===== src/rtl/imem_loader.sv =====
// imem_loader: writable instruction store filled from a byte stream.
// The loader end assembles big-endian 32-bit words and writes them at
// consecutive word addresses. The CPU end is a combinational read port.
// cpu_hold keeps the core stalled until a load has completed.
//
// Byte stream handshake: a byte is transferred on any posedge where
// byte_valid && byte_ready. byte_ready depends only on the FSM state, never
// on byte_valid. The source holds byte_data stable while byte_valid is high
// and byte_ready is low, and may raise or drop byte_valid on any cycle.
module imem_loader #(
    parameter int DEPTH  = 32,
    parameter int ADDR_W = 5,
    parameter int CNT_W  = 6
) (
    input  logic              clk,
    input  logic              reset,
    input  logic              load_start,
    input  logic              load_end,
    input  logic              byte_valid,
    input  logic [7:0]        byte_data,
    output logic              byte_ready,
    input  logic [ADDR_W-1:0] rd_address,
    output logic [31:0]       instruction,
    output logic              cpu_hold,
    output logic              load_done,
    output logic              load_error,
    output logic [CNT_W-1:0]  word_count,
    output logic [1:0]        dbg_state
);

    typedef enum logic [1:0] {
        ST_IDLE = 2'd0,
        ST_LOAD = 2'd1,
        ST_DONE = 2'd2
    } state_t;

    // Word address of the last entry; a write landing here fills the store.
    localparam logic [ADDR_W-1:0] LAST_WORD = ADDR_W'(DEPTH - 1);

    // Registered state.
    state_t             r_state;
    logic [1:0]         r_byte_ptr;
    logic [ADDR_W-1:0]  r_word_ptr;
    logic [CNT_W-1:0]   r_word_count;
    logic [23:0]        r_asm;
    logic               r_load_done;
    logic               r_load_error;
    logic               r_cpu_hold;
    logic [31:0]        r_mem [0:DEPTH-1];

    // Next-state values.
    state_t             w_state_nxt;
    logic [1:0]         w_byte_ptr_nxt;
    logic [ADDR_W-1:0]  w_word_ptr_nxt;
    logic [CNT_W-1:0]   w_count_nxt;
    logic [23:0]        w_asm_nxt;
    logic               w_done_nxt;
    logic               w_error_nxt;
    logic               w_hold_nxt;

    // Transfer qualifiers.
    logic               w_ready;
    logic               w_xfer;
    logic               w_word_done;
    logic [31:0]        w_word;

    assign w_ready     = (r_state == ST_LOAD);
    assign w_xfer      = byte_valid && w_ready;
    assign w_word_done = w_xfer && (r_byte_ptr == 2'd3);
    // The 4th byte is taken straight from the input so the write lands on
    // the same edge the byte is accepted.
    assign w_word      = {r_asm, byte_data};

    // Next-state and datapath updates for the load FSM.
    always_comb begin
        w_state_nxt    = r_state;
        w_byte_ptr_nxt = r_byte_ptr;
        w_word_ptr_nxt = r_word_ptr;
        w_count_nxt    = r_word_count;
        w_asm_nxt      = r_asm;
        w_done_nxt     = r_load_done;
        w_error_nxt    = r_load_error;
        w_hold_nxt     = r_cpu_hold;

        case (r_state)
            ST_IDLE, ST_DONE: begin
                // A new load starts from a clean slate in either state.
                if (load_start) begin
                    w_state_nxt    = ST_LOAD;
                    w_byte_ptr_nxt = 2'd0;
                    w_word_ptr_nxt = '0;
                    w_count_nxt    = '0;
                    w_asm_nxt      = '0;
                    w_done_nxt     = 1'b0;
                    w_error_nxt    = 1'b0;
                    w_hold_nxt     = 1'b1;
                end
            end

            ST_LOAD: begin
                // The byte is processed first so that a simultaneous
                // load_end sees the updated byte pointer.
                if (w_xfer) begin
                    w_byte_ptr_nxt = r_byte_ptr + 2'd1;
                    case (r_byte_ptr)
                        2'd0:    w_asm_nxt[23:16] = byte_data;
                        2'd1:    w_asm_nxt[15:8]  = byte_data;
                        2'd2:    w_asm_nxt[7:0]   = byte_data;
                        default: begin
                            w_asm_nxt      = '0;
                            w_word_ptr_nxt = r_word_ptr + ADDR_W'(1);
                            w_count_nxt    = r_word_count + CNT_W'(1);
                        end
                    endcase
                end

                if (w_word_done && (r_word_ptr == LAST_WORD)) begin
                    // Store full: the final word completes cleanly.
                    w_state_nxt    = ST_DONE;
                    w_done_nxt     = 1'b1;
                    w_error_nxt    = 1'b0;
                    w_hold_nxt     = 1'b0;
                end else if (load_end) begin
                    // A partial word is simply dropped and flagged.
                    w_state_nxt    = ST_DONE;
                    w_done_nxt     = 1'b1;
                    w_error_nxt    = (w_byte_ptr_nxt != 2'd0);
                    w_hold_nxt     = 1'b0;
                    w_byte_ptr_nxt = 2'd0;
                end
                // load_start is ignored while loading.
            end

            default: begin
                w_state_nxt = ST_IDLE;
                w_hold_nxt  = 1'b1;
                w_done_nxt  = 1'b0;
            end
        endcase
    end

    // State and control registers; reset returns to IDLE with the CPU held.
    always_ff @(posedge clk or negedge reset) begin
        if (!reset) begin
            r_state      <= ST_IDLE;
            r_byte_ptr   <= 2'd0;
            r_word_ptr   <= '0;
            r_word_count <= '0;
            r_asm        <= '0;
            r_load_done  <= 1'b0;
            r_load_error <= 1'b0;
            r_cpu_hold   <= 1'b1;
        end else begin
            r_state      <= w_state_nxt;
            r_byte_ptr   <= w_byte_ptr_nxt;
            r_word_ptr   <= w_word_ptr_nxt;
            r_word_count <= w_count_nxt;
            r_asm        <= w_asm_nxt;
            r_load_done  <= w_done_nxt;
            r_load_error <= w_error_nxt;
            r_cpu_hold   <= w_hold_nxt;
        end
    end

    // Instruction store write; contents survive reset on purpose.
    always_ff @(posedge clk) begin
        if (w_word_done) begin
            r_mem[r_word_ptr] <= w_word;
        end
    end

    // Read port: old contents stay visible until the write edge.
    assign instruction = r_mem[rd_address];

    assign byte_ready  = w_ready;
    assign cpu_hold    = r_cpu_hold;
    assign load_done   = r_load_done;
    assign load_error  = r_load_error;
    assign word_count  = r_word_count;
    assign dbg_state   = r_state;

endmodule


===== config.mk =====
export PLATFORM = sky130hd
export DESIGN_NAME = imem_loader
export DESIGN_NICKNAME = d
export VERILOG_FILES = /design/src/rtl/imem_loader.sv
export SDC_FILE = /design/constraint.sdc
export NUM_CORES = 1
export LEC_CHECK = 0
export CAP_MARGIN = 0
export CORE_MARGIN = 2
export CORE_UTILIZATION = 25
export CTS_BUF_LIST = sky130_fd_sc_hd__clkbuf_16
export DETAILED_ROUTE_END_ITERATION = 16
export GPL_TIMING_DRIVEN = 1
export PLACE_DENSITY = 0.36
export SLEW_MARGIN = 20
export SYNTH_ARGS = -nofsm -noshare
export SYNTH_HDL_FRONTEND = slang
export SYNTH_SLANG_ARGS = --single-unit

===== constraint.sdc =====
create_clock -name clk -period 3.8 [get_ports clk]
set_input_delay 1.14 -clock clk [delete_from_list [all_inputs] [get_ports clk]]
set_output_delay 1.14 -clock clk [all_outputs]
set_load 0.005 [all_outputs]

==> impl_metrics.env <==
export IMPL_vias_per_cell=4.499
export IMPL_end_kind="output port"
export IMPL_leakagePower_nw=20.25
export IMPL_ios=62
export IMPL_drtIter0Drc=1620
export IMPL_timing_fmax_mhz=255.6
export IMPL_dr_pass1_iters=5
export IMPL_maxSlewHeadroom_pct=30.17
export IMPL_maxSlewViolCount=0
export IMPL_cts_tree="yes"
export IMPL_die_x_um=413.0
export IMPL_core_rowCount=150
export IMPL_drc=0
export IMPL_mostFrequentLayoutCells="edfxtp_1 (1024), mux2i_1 (462), buf_4 (209), nand2_1 (151), clkbuf_16 (127)"
export IMPL_final_cells=5190
export IMPL_overflow=0
export IMPL_finalCritPeriodShare_pct=103.0
export IMPL_synth_top_family_by_area="multiplexers"
export IMPL_syn_inst=2438
export IMPL_status="finished with violations"
export IMPL_htree_levels=3
export IMPL_wl_mm=132.1
export IMPL_cp_arrival_ps=2770
export IMPL_cts_root_buffer="clkbuf_16"
export IMPL_grt_max_degree=36
export IMPL_layout_commonest_cell="edfxtp_1"
export IMPL_cts_hold_buf=0
export IMPL_path_clk_slew_ps=60
export IMPL_cts_buffers=117
export IMPL_fin_tns_setup_ps=-1318
export IMPL_grt_total_usage_pct=15.23
export IMPL_synth_fa_ha_area_share_pct=0.2992
export IMPL_avgSynthCellArea_um2=17.15
export IMPL_startpoint_type="primary input"
export IMPL_ys_ff_latch=1066
export IMPL_violations="setup timing"
export IMPL_antenna_found_initial=5
export IMPL_initial_core_util_pct=25.09
export IMPL_fin_nets=2920
export IMPL_drv_cap=0
export IMPL_dp_cells=4822
export IMPL_syn_nets=2466
export IMPL_synth_compound_area_share_pct=5.256
export IMPL_yosys_warnings=0
export IMPL_hpwl_mm=76.52
export IMPL_yosys_area_share_xor_xnor_pct=0.1047
export IMPL_peakVddDrop_mv=0.4044
export IMPL_clk_latency_ps=740
export IMPL_num_antenna_cells=0
export IMPL_power_density_nw_per_um2=484.5
export IMPL_syn_to_final_growth_pct=31.98
export IMPL_netlist_area_um2=41820
export IMPL_grt_pass1_wl_mm=184.3
export IMPL_wl_per_cell_um=25.45
export IMPL_required_ps=2660
export IMPL_period_needed_ps=3913
export IMPL_port_buffers=61
export IMPL_die_height_um=413.0
export IMPL_clock_skew_ps=24.99
export IMPL_path_max_fanout=16
export IMPL_synth_simple_area_share_pct=3.940
export IMPL_rsz0062_at_grt="true"
export IMPL_layout_drive_gt1_share_pct=29.07
export IMPL_clock_sinks=1066
export IMPL_num_vias=23350
export IMPL_tightest_slew_ps=1047
export IMPL_grt_pass1_vias=24140
export IMPL_place_gp_congestion=0.7478
export IMPL_die_area_um2=170600
export IMPL_synthMuxAreaShare_pct=12.25
export IMPL_timing_final_ws_setup_ps=-112.5
export IMPL_finalHoldViolations=0
export IMPL_hold_path_class="flop to flop"
export IMPL_clock_path_buffers=3
export IMPL_postLayoutCoreUtil_pct=33.12
export IMPL_ys_types=40
export IMPL_final_antenna_net_count=0
export IMPL_yosysSeqAreaShare_pct=76.04
export IMPL_fp_coreArea_um2=166700
export IMPL_setup_viol=25
export IMPL_critPathKind="primary input to output port"
-- layer usage --
metal | part of all wire, % | vias to the layer above | track usage, %
li1 | - | 10550 | -
met1 | 47 | 12200 | 21.26
met2 | 48 | 446 | 24.82
met3 | 3.7 | 155 | 2.504
met4 | 1.8 | 0 | 3.260
met5 | 0 | - | 0
-- power by group --
group	internal, mW	leakage [nW]	switching, mW
Sequential	13.3	10.7	0.450
Clock	6.30	1.91	4.68
Combinational	0.979	7.67	1.06
Total	20.5	20.3	6.19
-- cell type report --
type / instances / area (um^2)
clock buffers: 119 / 2978
clock inverters: 94 / 693.2
fillers: 16020 / 111500
inverters: 6 / 22.52
multi-input cells: 1226 / 10870
flip-flops and latches: 1066 / 31820
well taps: 2204 / 2758
repair buffers: 475 / 6056
-- path summary, 6_finish.rpt --
check / slack, ps / endpoint / startpoint / cells past startpoint
worst max-delay path: -110 / instruction[11] / rd_address[1] / 9
worst min-delay path: 470 / cpu_hold / cpu_hold / 2
worst max register to register: 1360 / r_mem[13][13] / r_byte_ptr[0] / 6
worst min register to register: 470 / cpu_hold / cpu_hold / 2
max in group asynchronous: 2500 / word_count[5] / reset / 2
min in group asynchronous: 570 / load_done / reset / 1
-- worst max-delay path: stages --
cell and delay, ps:
buf_16 110, buf_12 150, buf_16 160, buf_16 190, mux2i_1 420, a22oi_1 130
nand3_1 120, nand3_1 140, buf_2 170
-- cell families (layout without fill, tap and decap cells) --
kind of cell,after synthesis,count (layout)
flops,1066,1066
compound gates,331,331
mux,512,512
buf+inv,147,694
fa+ha+maj,10,10
simple gates,367,368
xor+xnor,5,5
-- Yosys cell counts --
master	n	area (um^2)
inv_1	6	22.52
o21ai_0	17	85.08
o31ai_1	1	7.510
dfstp_2	1	26.28
nor2b_1	4	25.02
o2bb2ai_1	1	8.760
mux2i_1	512	5125
clkbuf_4	2	15.01
nor3_1	33	165.2
nand2b_1	5	31.28
a31oi_1	33	206.5
nor2_1	40	150.1
nand2b_2	1	8.760
nand4_2	1	12.51
o21ai_1	17	85.08
edfxtp_1	1024	30750
or3_1	2	12.51
clkbuf_1	38	142.6
a21oi_1	98	490.5
nand3_1	109	545.5
a21o_1	2	15.01
dfrtp_1	41	1026
and2_1	4	25.02
and4b_1	1	10.01
a22o_1	64	560.5
xor2_1	5	43.79
o22ai_1	1	6.260
or3b_2	2	17.52
ha_1	10	125.1
buf_6	23	259.0
buf_1	9	33.78
buf_4	25	187.7
buf_2	44	220.2
or2_2	1	6.260
a22oi_1	96	720.7
and3_1	1	6.260
a31oi_2	1	12.51
nand4_1	2	12.51
nand3b_1	4	30.03
nand2_1	157	589.3
-- repair_timing --
action                                  4_1_cts  5_1_grt
gates resized for setup                     430      159
endpoints found under the setup margin       32       32
gates cloned                                 20        8
pin swaps                                   102       94
buffers inserted                             90       65
-- stage by stage --
| stage | hold WS (ps) | instance area, um^2 | total power, mW | setup slack, ps |
|---|---|---|---|---|
| after floorplan | 450.1 | 41820 | 14.53 | 86.14 |
| after global placement | 456.6 | 47570 | 15.54 | -1202 |
| after detailed placement | 462.1 | 47570 | 15.58 | -1210 |
| after CTS | 475.2 | 53780 | 26.95 | -170.4 |
| after global routing | 512.8 | 55200 | 27.64 | -157.1 |
| final | 470.2 | 55200 | 26.74 | -112.5 |
-- flip-flops by register name (all words and copies together), names as in the netlist --
register,count
r_byte_ptr,2
cpu_hold,1
word_count,6
r_word_ptr,5
dbg_state,2
load_done,1
r_mem,1024
r_asm,24
load_error,1
No activity file was read; power rests on OpenSTA's default activity.
